## src/rtl/qmr_fault_manager_if.sv

```systemverilog
// Handshake and ALU-bank/voter bundle between the execute stage, the QMR
// controller and the redundant ALU bank.
interface qmr_fault_manager_if #(
  parameter int WIDTH = 64
);
  logic             op_valid;
  logic             op_ready;
  logic             alu_start;
  logic [4:0]       alu_disable;
  logic [14:0]      vote_count;
  logic [2:0]       majority_status;
  logic [WIDTH-1:0] voted_result;
  logic             res_valid;
  logic             res_ready;
  logic [WIDTH-1:0] res_data;
  logic             res_error;

  modport master (
    input  op_valid, vote_count, majority_status, voted_result, res_ready,
    output op_ready, alu_start, alu_disable, res_valid, res_data, res_error
  );

  modport slave (
    output op_valid, vote_count, majority_status, voted_result, res_ready,
    input  op_ready, alu_start, alu_disable, res_valid, res_data, res_error
  );
endinterface

```

## src/rtl/qmr_fault_manager.sv

```systemverilog
// Sequencer for the five-way redundant ALU bank: issue, vote, retry on no
// majority, return one result, and quarantine ALUs that keep dissenting.
module qmr_fault_manager #(
  parameter int WIDTH        = 64,
  parameter int FAULT_THRESH = 4,
  parameter int MAX_RETRY    = 2
) (
  input  logic                 clk,
  input  logic                 rst_n,
  qmr_fault_manager_if.master  bus,
  input  logic                 i_fault_clear,
  output logic [15:0]          o_stat_corrected,
  output logic [15:0]          o_stat_uncorrectable
);
  localparam logic [3:0] THRESH    = 4'(FAULT_THRESH);
  localparam logic [2:0] RETRY_LIM = 3'(MAX_RETRY);

  typedef enum logic [1:0] {S_IDLE, S_ISSUE, S_CHECK, S_RESP} state_t;

  state_t           r_state;
  logic [2:0]       r_retry;
  logic [4:0][3:0]  r_dissent;
  logic [4:0]       r_disable;
  logic             r_op_ready;
  logic             r_alu_start;
  logic             r_res_valid;
  logic [WIDTH-1:0] r_res_data;
  logic             r_res_error;
  logic [15:0]      r_stat_corr;
  logic [15:0]      r_stat_unc;

  logic [4:0]       w_dissent;
  logic [4:0][3:0]  w_cnt_inc;

  // An ALU dissents when it is still enabled and fewer than three voters agree with it.
  for (genvar gi = 0; gi < 5; gi++) begin : g_alu
    assign w_dissent[gi] = ~r_disable[gi] && (bus.vote_count[3*gi +: 3] < 3'd3);
    assign w_cnt_inc[gi] = (r_dissent[gi] == 4'hF) ? 4'hF : r_dissent[gi] + 4'd1;
  end

  always_ff @(posedge clk or negedge rst_n) begin
    if (!rst_n) begin
      r_state     <= S_IDLE;
      r_retry     <= '0;
      r_dissent   <= '0;
      r_disable   <= '0;
      r_op_ready  <= 1'b1;
      r_alu_start <= 1'b0;
      r_res_valid <= 1'b0;
      r_res_data  <= '0;
      r_res_error <= 1'b0;
      r_stat_corr <= '0;
      r_stat_unc  <= '0;
    end else begin
      case (r_state)
        S_IDLE: begin
          if (bus.op_valid) begin
            r_state     <= S_ISSUE;
            r_op_ready  <= 1'b0;
            r_alu_start <= 1'b1;
            r_retry     <= '0;
          end
        end
        S_ISSUE: begin
          r_alu_start <= 1'b0;
          r_state     <= S_CHECK;
        end
        S_CHECK: begin
          if (bus.majority_status != 3'd0) begin
            r_res_data  <= bus.voted_result;
            r_res_error <= 1'b0;
            r_res_valid <= 1'b1;
            r_state     <= S_RESP;
            for (int i = 0; i < 5; i++) begin
              if (w_dissent[i]) begin
                r_dissent[i] <= w_cnt_inc[i];
                if (w_cnt_inc[i] >= THRESH) r_disable[i] <= 1'b1;
              end
            end
            if ((|w_dissent) && (r_stat_corr != 16'hFFFF)) r_stat_corr <= r_stat_corr + 16'd1;
          end else if (r_retry < RETRY_LIM) begin
            r_retry     <= r_retry + 3'd1;
            r_alu_start <= 1'b1;
            r_state     <= S_ISSUE;
          end else begin
            r_res_data  <= bus.voted_result;
            r_res_error <= 1'b1;
            r_res_valid <= 1'b1;
            r_state     <= S_RESP;
            if (r_stat_unc != 16'hFFFF) r_stat_unc <= r_stat_unc + 16'd1;
          end
        end
        S_RESP: begin
          if (bus.res_ready) begin
            r_res_valid <= 1'b0;
            r_op_ready  <= 1'b1;
            r_state     <= S_IDLE;
          end
        end
        default: r_state <= S_IDLE;
      endcase
      // Clear overrides any dissent/quarantine update made in the same cycle.
      if (i_fault_clear) begin
        r_dissent <= '0;
        r_disable <= '0;
      end
    end
  end

  assign bus.op_ready          = r_op_ready;
  assign bus.alu_start         = r_alu_start;
  assign bus.alu_disable       = r_disable;
  assign bus.res_valid         = r_res_valid;
  assign bus.res_data          = r_res_data;
  assign bus.res_error         = r_res_error;
  assign o_stat_corrected      = r_stat_corr;
  assign o_stat_uncorrectable  = r_stat_unc;
endmodule

```

## src/flat_wrapper.sv

```systemverilog
// flat-port wrapper written by rule: the top's interface ports become plain ports
module qmr_fault_manager_flat 
#(
  parameter int WIDTH        = 64,
  parameter int FAULT_THRESH = 4,
  parameter int MAX_RETRY    = 2
)
  (clk, rst_n, i_fault_clear, o_stat_corrected, o_stat_uncorrectable, bus_op_valid, bus_vote_count, bus_majority_status, bus_voted_result, bus_res_ready, bus_op_ready, bus_alu_start, bus_alu_disable, bus_res_valid, bus_res_data, bus_res_error);
  qmr_fault_manager_if #(.WIDTH(WIDTH)) bus_i ();
  input  logic clk;
  input  logic rst_n;
  input  logic i_fault_clear;
  output logic [15:0] o_stat_corrected;
  output logic [15:0] o_stat_uncorrectable;
  input wire logic [$bits(bus_i.op_valid)-1:0] bus_op_valid;
  input wire logic [$bits(bus_i.vote_count)-1:0] bus_vote_count;
  input wire logic [$bits(bus_i.majority_status)-1:0] bus_majority_status;
  input wire logic [$bits(bus_i.voted_result)-1:0] bus_voted_result;
  input wire logic [$bits(bus_i.res_ready)-1:0] bus_res_ready;
  output wire logic [$bits(bus_i.op_ready)-1:0] bus_op_ready;
  output wire logic [$bits(bus_i.alu_start)-1:0] bus_alu_start;
  output wire logic [$bits(bus_i.alu_disable)-1:0] bus_alu_disable;
  output wire logic [$bits(bus_i.res_valid)-1:0] bus_res_valid;
  output wire logic [$bits(bus_i.res_data)-1:0] bus_res_data;
  output wire logic [$bits(bus_i.res_error)-1:0] bus_res_error;
  assign bus_i.op_valid = bus_op_valid;
  assign bus_i.vote_count = bus_vote_count;
  assign bus_i.majority_status = bus_majority_status;
  assign bus_i.voted_result = bus_voted_result;
  assign bus_i.res_ready = bus_res_ready;
  assign bus_op_ready = bus_i.op_ready;
  assign bus_alu_start = bus_i.alu_start;
  assign bus_alu_disable = bus_i.alu_disable;
  assign bus_res_valid = bus_i.res_valid;
  assign bus_res_data = bus_i.res_data;
  assign bus_res_error = bus_i.res_error;
  qmr_fault_manager #(.WIDTH(WIDTH), .FAULT_THRESH(FAULT_THRESH), .MAX_RETRY(MAX_RETRY)) u_core (.clk(clk), .rst_n(rst_n), .bus(bus_i), .i_fault_clear(i_fault_clear), .o_stat_corrected(o_stat_corrected), .o_stat_uncorrectable(o_stat_uncorrectable));
endmodule
```

## config.mk

```make
export PLATFORM = sky130hd
export DESIGN_NAME = qmr_fault_manager_flat
export DESIGN_NICKNAME = d
export VERILOG_FILES = /design/src/rtl/qmr_fault_manager_if.sv /design/src/rtl/qmr_fault_manager.sv /design/src/flat_wrapper.sv
export SDC_FILE = /design/constraint.sdc
export NUM_CORES = 1
export LEC_CHECK = 0
export CORE_MARGIN = 4
export CORE_UTILIZATION = 47
export CTS_BUF_LIST = sky130_fd_sc_hd__clkbuf_4
export CTS_CLUSTER_DIAMETER = 100
export DETAILED_ROUTE_END_ITERATION = 16
export GPL_TIMING_DRIVEN = 0
export PLACE_DENSITY_LB_ADDON = 0.25
export SYNTH_ARGS = -nofsm -noshare
export SYNTH_HDL_FRONTEND = slang
export SYNTH_SLANG_ARGS = --single-unit
```

## constraint.sdc

```tcl
create_clock -name clk -period 2.3 [get_ports clk]
set_clock_uncertainty 0.05 [all_clocks]
set_input_delay 0.23 -clock clk [delete_from_list [all_inputs] [get_ports clk]]
set_output_delay 0.23 -clock clk [all_outputs]
set_load 0.02 [all_outputs]
```

==> summary.txt <==
Run status - completed
Placer Congestion - 0.805
Total grt overflow - 0
PD cells - 1150 mW/mm^2
Yosys warning count - 0
Synth Area in XOR/XNOR - 4.81%
Core area - 0.0116 mm^2
Critical Path Source Type - flip-flop
List of most frequent post-synthesis cells - dfrtp_1 (129), mux2_2 (66), nand3_1 (30)
Cells after Synth - 468
Post-synth top area cell - dfrtp_1
Cts bufs inserted - 17
First-pass GRT wire length - 23900 um
Largest family of logic cells by synthesized area - simple AND/OR/NAND/NOR gates
Vias per cell - 5.33
Final worst slack - 0.160 ns
Endpoints failing hold - 0
Max Cap Violations - 0
DRT Wirelength - 14400 um
Area of the multi-input gates - 0.00226 mm^2
Post-synthesis mux area share - 13.2%
Hpwl dp - 10800 um
Fin util - 69.9%
TritonCTS clock tree - yes
Worst Tran Pin Value - 0.797 ns
Root Driver - clkbuf_4
Worst Path Buf+Inv - 0
Die Ht - 118 um
Initial antenna violation count - 0
Final setup violation count - 0
Pre-antenna DRT Iters - 4
Sequential-to-total area share from yosys stat - 57.6%
Reg area - 0.00325 mm^2
Slew Limit Fails - 0
Hold crit path type - input port to async pin
Worst r2r src - u_core.bus.alu_disable[3]
Tot Pwr - 9.37 mW
Pre-CTS WS - -0.0804 ns
IO Pins - 192
Most common cell in the netlist - dfrtp_1
Crit path max fanout - 8
Peak VDD IR - 0.000862 V
Antenna diode count - 0
Clock Sinks - 130
Setup slack, reg-to-reg - 0.16 ns
Post-route setup TNS - 0 ns
# DRC - 0
Number of synthesized flops with an enable pin - 0
Number of setup buffers added after CTS - 0
Worst Path Required - 2.63 ns
Vias - 4453
RSZ-0062 raised after global routing - no
Area Overhead vs Synth - 43.7%
Area of the die - 0.0138 mm^2
Data arrival, critical path - 2.47 ns
Starting Density - 48.6%
Synth cell types - 40
Largest net degree at the start of global routing - 72
P_leak - 3.46 nW
Slew headroom - 46.5%
Post-synthesis cell area - 0.00565 mm^2
Kind of critical path - flip-flop to flip-flop
Post-Synth Simple-Gate Area - 13.5%
FF-to-FF End - u_core.r_dissent[15]
Period Utilization, post-route - 93.0%
Worst path cell trace - a211o_1, nor3_1, nand4_1, nor3_1, a211oi_1
Share of the synthesized area in the top cell type - 57.2%
Max frequency - 0.467 GHz
Vias in the first global route - 4805
CP max stage delay - 0.67 ns
# port buffers - 190
Async set or reset register ratio after synthesis - 100%
# fillers - 869
Largest delay contributor family on the critical path - simple AND/OR/NAND/NOR gates
Post-Syn Nets - 563
Min Hold Slack - 0.208 ns
Gr usage total - 21.4%
Layout cells sized above 1 - 16.2%
Crit path top cell by count - nor3_1
WL per Instance - 17.2 um
Initial DRC count - 211
Cell Rows - 39
Dominant cells by area after synthesis - dfrtp_1 (57%), mux2_2 (13%), xnor2_1 (3.4%)
Mean post-synth cell area - 12.1 um^2
Nets@finish - 775
Minimum clock period - 2.14 ns
Worst-case clock buffer depth - 2
Clock-pin slew on the worst setup and hold paths - 0.11 ns
Seq cells post-synth - 130
H-Tree Depth - 4
Slowest CP cell - nor3_1
Crit end category - flip-flop
Die X-Extent - 118 um
Post-synthesis compound-gate area fraction - 6.54%
Detail Route Antenna Nets - 0
Latest clock arrival within the worst-skew pair - 0.53 ns
Synth Area in Adders - 1.77%
Post-synth top flop - dfrtp_1
Worst R2R Path Depth - 5
layer usage:
metal  routed length, um  GRT usage (%)  share of wire (%)
met4                 229           7.77                1.6
met5                   0              0                  0
met3                1080           8.55                7.5
met1                5610           23.5                 39
met2                7460           37.6                 52
where the power goes:
group          internal (mW)  total (mW)  switching [mW]
Combinational           2.16        4.14            1.98
Clock                  0.961        1.78           0.814
Sequential              3.02        3.46           0.442
cell families after synthesis:
kind of cell / Yosys count
AOI/OAI and AO/OA: 59
xor gates and xnor gates: 31
adders and majority gates: 8
buffers and inverters: 32
DFF: 130
muxes: 66
and+or+nand+nor: 142
metrics by stage:
| stage | area (um^2) | instances |
|---|---|---|
| detailed placement | 7760 | 802 |
| floorplan | 5650 | 468 |
| global route | 8120 | 835 |
| global placement | 7730 | 801 |
| CTS | 8110 | 835 |
| finish | 8120 | 835 |
cell usage in the layout (no fill, tap or decap), types with 3 or more instances in the layout:
cell type          n
a311oi_1           5
inv_1             16
mux2_2            66
dfrtp_1          129
xnor2_1           22
a211oi_1           5
a211o_1            5
o21ai_0           13
nand2_1           17
ha_1               8
buf_2              8
buf_6              3
nand3_1           30
a21oi_1           21
xor2_1             9
clkinv_1           4
nor2_1            29
bufinv_16          5
clkbuf_4          18
and4_1             3
and4b_1            5
clkdlybuf4s50_1  189
nor3_1            18
and3_1            14
clkbuf_1           4
nand4_1           16
cell type report:
type / instances / area share [%]
Buffer: 16 / 1.09
Clock buffer: 18 / 1.67
Clock inverter: 13 / 2.36
Inverter: 16 / 0.740
Multi-Input combinational cell: 306 / 27.8
Sequential cell: 130 / 40.1
Tap cell: 143 / 2.20
Timing Repair Buffer: 193 / 24.0
repair_timing:
item                                    in CTS  in global routing
endpoints found under the setup margin       2                 31
cloned                                       0                  0
hold endpoints to repair                    72                  0
gates resized for setup                      1                  2
hold buffers                                 2                  0
pin swaps                                    0                  0
how the worst max path moves through the flow:
stage | start | endpoint | slack [ns] | depth (start not counted)
global placement | rst_n | u_core.bus.res_data[13] | -4.11 | 1
global route | u_core.r_state[0] | u_core.r_dissent[19] | 0.03 | 7
detailed placement | bus_majority_status[0] | u_core.bus.res_data[63] | -0.08 | 6
finish | u_core.bus.alu_disable[3] | u_core.r_dissent[15] | 0.16 | 5
floorplan | u_core.o_stat_uncorrectable[0] | u_core.o_stat_uncorrectable[1] | 0.28 | 5
CTS | u_core.r_state[0] | u_core.bus.res_data[40] | 0.03 | 7
flip-flops by register name (all words and copies together) (netlist names):
signal,count
u_core.bus.res_valid,1
u_core.bus.res_data,64
u_core.bus.alu_disable,5
u_core.r_dissent,20
u_core.o_stat_corrected,16
u_core.o_stat_uncorrectable,16
u_core.r_retry,3
u_core.bus.alu_start,1
u_core.bus.op_ready,1
u_core.bus.res_error,1
u_core.r_state,2
No activity file was read; power rests on OpenSTA's default activity.
==> RTL edit (same settings) <==
`WIDTH` is set to 64 in 3 places; all go to 96.
--- a/src/rtl/qmr_fault_manager_if.sv
+++ b/src/rtl/qmr_fault_manager_if.sv
@@ -1,7 +1,7 @@
 // Handshake and ALU-bank/voter bundle between the execute stage, the QMR
 // controller and the redundant ALU bank.
 interface qmr_fault_manager_if #(
-  parameter int WIDTH = 64
+  parameter int WIDTH = 96
 );
   logic             op_valid;
   logic             op_ready;
--- a/src/rtl/qmr_fault_manager.sv
+++ b/src/rtl/qmr_fault_manager.sv
@@ -1,7 +1,7 @@
 // Sequencer for the five-way redundant ALU bank: issue, vote, retry on no
 // majority, return one result, and quarantine ALUs that keep dissenting.
 module qmr_fault_manager #(
-  parameter int WIDTH        = 64,
+  parameter int WIDTH        = 96,
   parameter int FAULT_THRESH = 4,
   parameter int MAX_RETRY    = 2
 ) (
--- a/src/flat_wrapper.sv
+++ b/src/flat_wrapper.sv
@@ -1,7 +1,7 @@
 // flat-port wrapper written by rule: the top's interface ports become plain ports
 module qmr_fault_manager_flat 
 #(
-  parameter int WIDTH        = 64,
+  parameter int WIDTH        = 96,
   parameter int FAULT_THRESH = 4,
   parameter int MAX_RETRY    = 2
 )
Ports: changed (resized bus_res_data and bus_voted_result); port bits go from 192 to 256. No check against the original RTL was run, so the function may have changed too.
==> RTL edit against the original RTL <==
- critical path depth grew 2
- highest routed layer unchanged
- die area grew 18%
- first-iteration DRC count grew 3.8%
- sequential cell count grew 32
- total power grew 30%
- setup slack lost 0.030 ns
- routed wire length grew 19%
- largest power group unchanged
- sequential power grew 30%
- synthesized area grew 20%
- cell area grew 22%
- count of clock-buffer cells in the layout grew 1
- critical endpoint is now u_core.o_stat_corrected[11]
==> RTL edit: results (changes against the original RTL) <==
share of cells above drive strength 1: 18.7% (+2.5 points)
max FFs per register: 96 (+50%)
maximum vdd drop: 0.756 mV (-12%)
post-synthesis xor/xnor area fraction: 4.01% (-0.79 points)
root cell of the clock tree: clkbuf_4
sequential area share after synthesis: 60.0% (+2.3 points)
Port Buf Inserts: 254 (+34%)
CP top delay family: simple AND/OR/NAND/NOR gates
All-Layer GR Usage: 21.1% (-0.34 points)
hold buffers post-CTS: 2 (unchanged)
DRT Wirelength: 17.2 mm (+19%)
Post-synth ARST share: 100% (unchanged)
syn_nets: 646 (+15%)
largest cells by area after synthesis: dfrtp_1 60%, mux2_2 16%, xnor2_1 3.6%
pin count of the biggest net entering global routing: 90 (+25%)
WP data arrival: 2.58 ns (+0.11 ns)
complex-gate fraction of the synthesized area: 4.83% (-1.7 points)
Synth Area in Adders: 1.48% (-0.29 points)
length of the first detailed-routing pass in iterations: 5 (+1)
P_int: 7950 uW (+30%)
post-synthesis mux area share: 16.5% (+3.3 points)
Warnings, synthesis: 0 (unchanged)
Routed Antenna Nets: 0 (unchanged)
status: completed
clk slew on worst S/H paths: 0.12 ns
Crit-path slowest cell: or4_1
slowest stage delay, CP: 0.55 ns (-0.12 ns)
Clock Tree Buf Depth: 2 (unchanged)
number of global-route vias before repair: 5416 (+13%)
H-tree depth: 4 (unchanged)
Nets: 922 (+19%)
CP max FO: 10 (+2)
P_comb: 5800 uW (+40%)
Post-synth EDFFs: 0 (unchanged)
Gates resized, CTS repair: 0 (-1)
initial antenna violation count: 0 (unchanged)
hpwl dp: 13.3 mm (+23%)
GP Congestion: 0.846 (+5.1%)
Seq pwr share: 36.9% (about the same)
cts bufs inserted: 17 (unchanged)
LEAKAGE: 0.00414 uW (+20%)
antenna cells: 0 (unchanged)
most frequent cells after synthesis: 161 x dfrtp_1, 99 x mux2_2, 32 x nor2_1, 28 x xnor2_1, 24 x nand4_1
DRT iter0 DRCs: 219 (+3.8%)
Distinct cells, synth: 43 (+7.5%)
Fillers: 974 (+12%)
vias per inst: 5.24 (-1.7%)
Clk Latency, worst-skew pair: 0.54 ns
Hold Vio Cnt, Final: 0 (unchanged)
first-pass GRT wire length: 27.4 mm (+14%)
Post CTS Setup Buffer Count: 0 (unchanged)
Worst-Margin Slew: 0.856 ns (+0.0598 ns)
Hold Crit Class: input pin to flop
==> RTL edit: final cells by class <==
cell class	instances	area share, %
Sequential cell	162	40.9
Timing Repair Buffer	257	26.1
Multi-Input combinational cell	326	25.8
Tap cell	180	2.27
Clock inverter	13	1.92
Clock buffer	19	1.44
Buffer	18	1.09
Inverter	13	0.492
==> RTL edit: routing by layer <==
metal / vias to the layer above / routed length, um / GRT usage (%)
li1: 2422 / - / -
met1: 2541 / 6840 / 25.3
met2: 185 / 8950 / 37.2
met3: 29 / 1030 / 5.46
met4: 0 / 359 / 6.74
met5: - / 0 / 0
==> RTL edit: worst paths after layout <==
kind                                                 from                             end  slack, ns  cells after the start
setup / recovery               u_core.o_stat_corrected[0]     u_core.o_stat_corrected[11]       0.13                      7
hold / removal                       bus_voted_result[29]         u_core.bus.res_data[29]       0.24                      2
setup reg to reg               u_core.o_stat_corrected[0]     u_core.o_stat_corrected[11]       0.13                      7
hold reg to reg            u_core.o_stat_uncorrectable[6]  u_core.o_stat_uncorrectable[6]       0.46                      1
max in group asynchronous                           rst_n         u_core.bus.res_data[70]       1.11                      3
min in group asynchronous                           rst_n         u_core.bus.res_data[77]       0.27                      2
==> RTL edit: metrics by stage <==
step | setup WS [ns] | cell area [um2] | total power (uW) | instances | utilization (%)
5_1_grt | 0.0153 | 9920 | 12800 | 988 | 70.9
3_5_place_dp | -0.114 | 9560 | 10400 | 954 | 68.3
4_1_cts | 0.0705 | 9910 | 12300 | 988 | 70.9
2_1_floorplan | 0.285 | 6760 | 7620 | 519 | -
3_3_place_gp | -5.31 | 9530 | 10200 | 953 | 68.1
6_report | 0.130 | 9920 | 12200 | 988 | 70.9
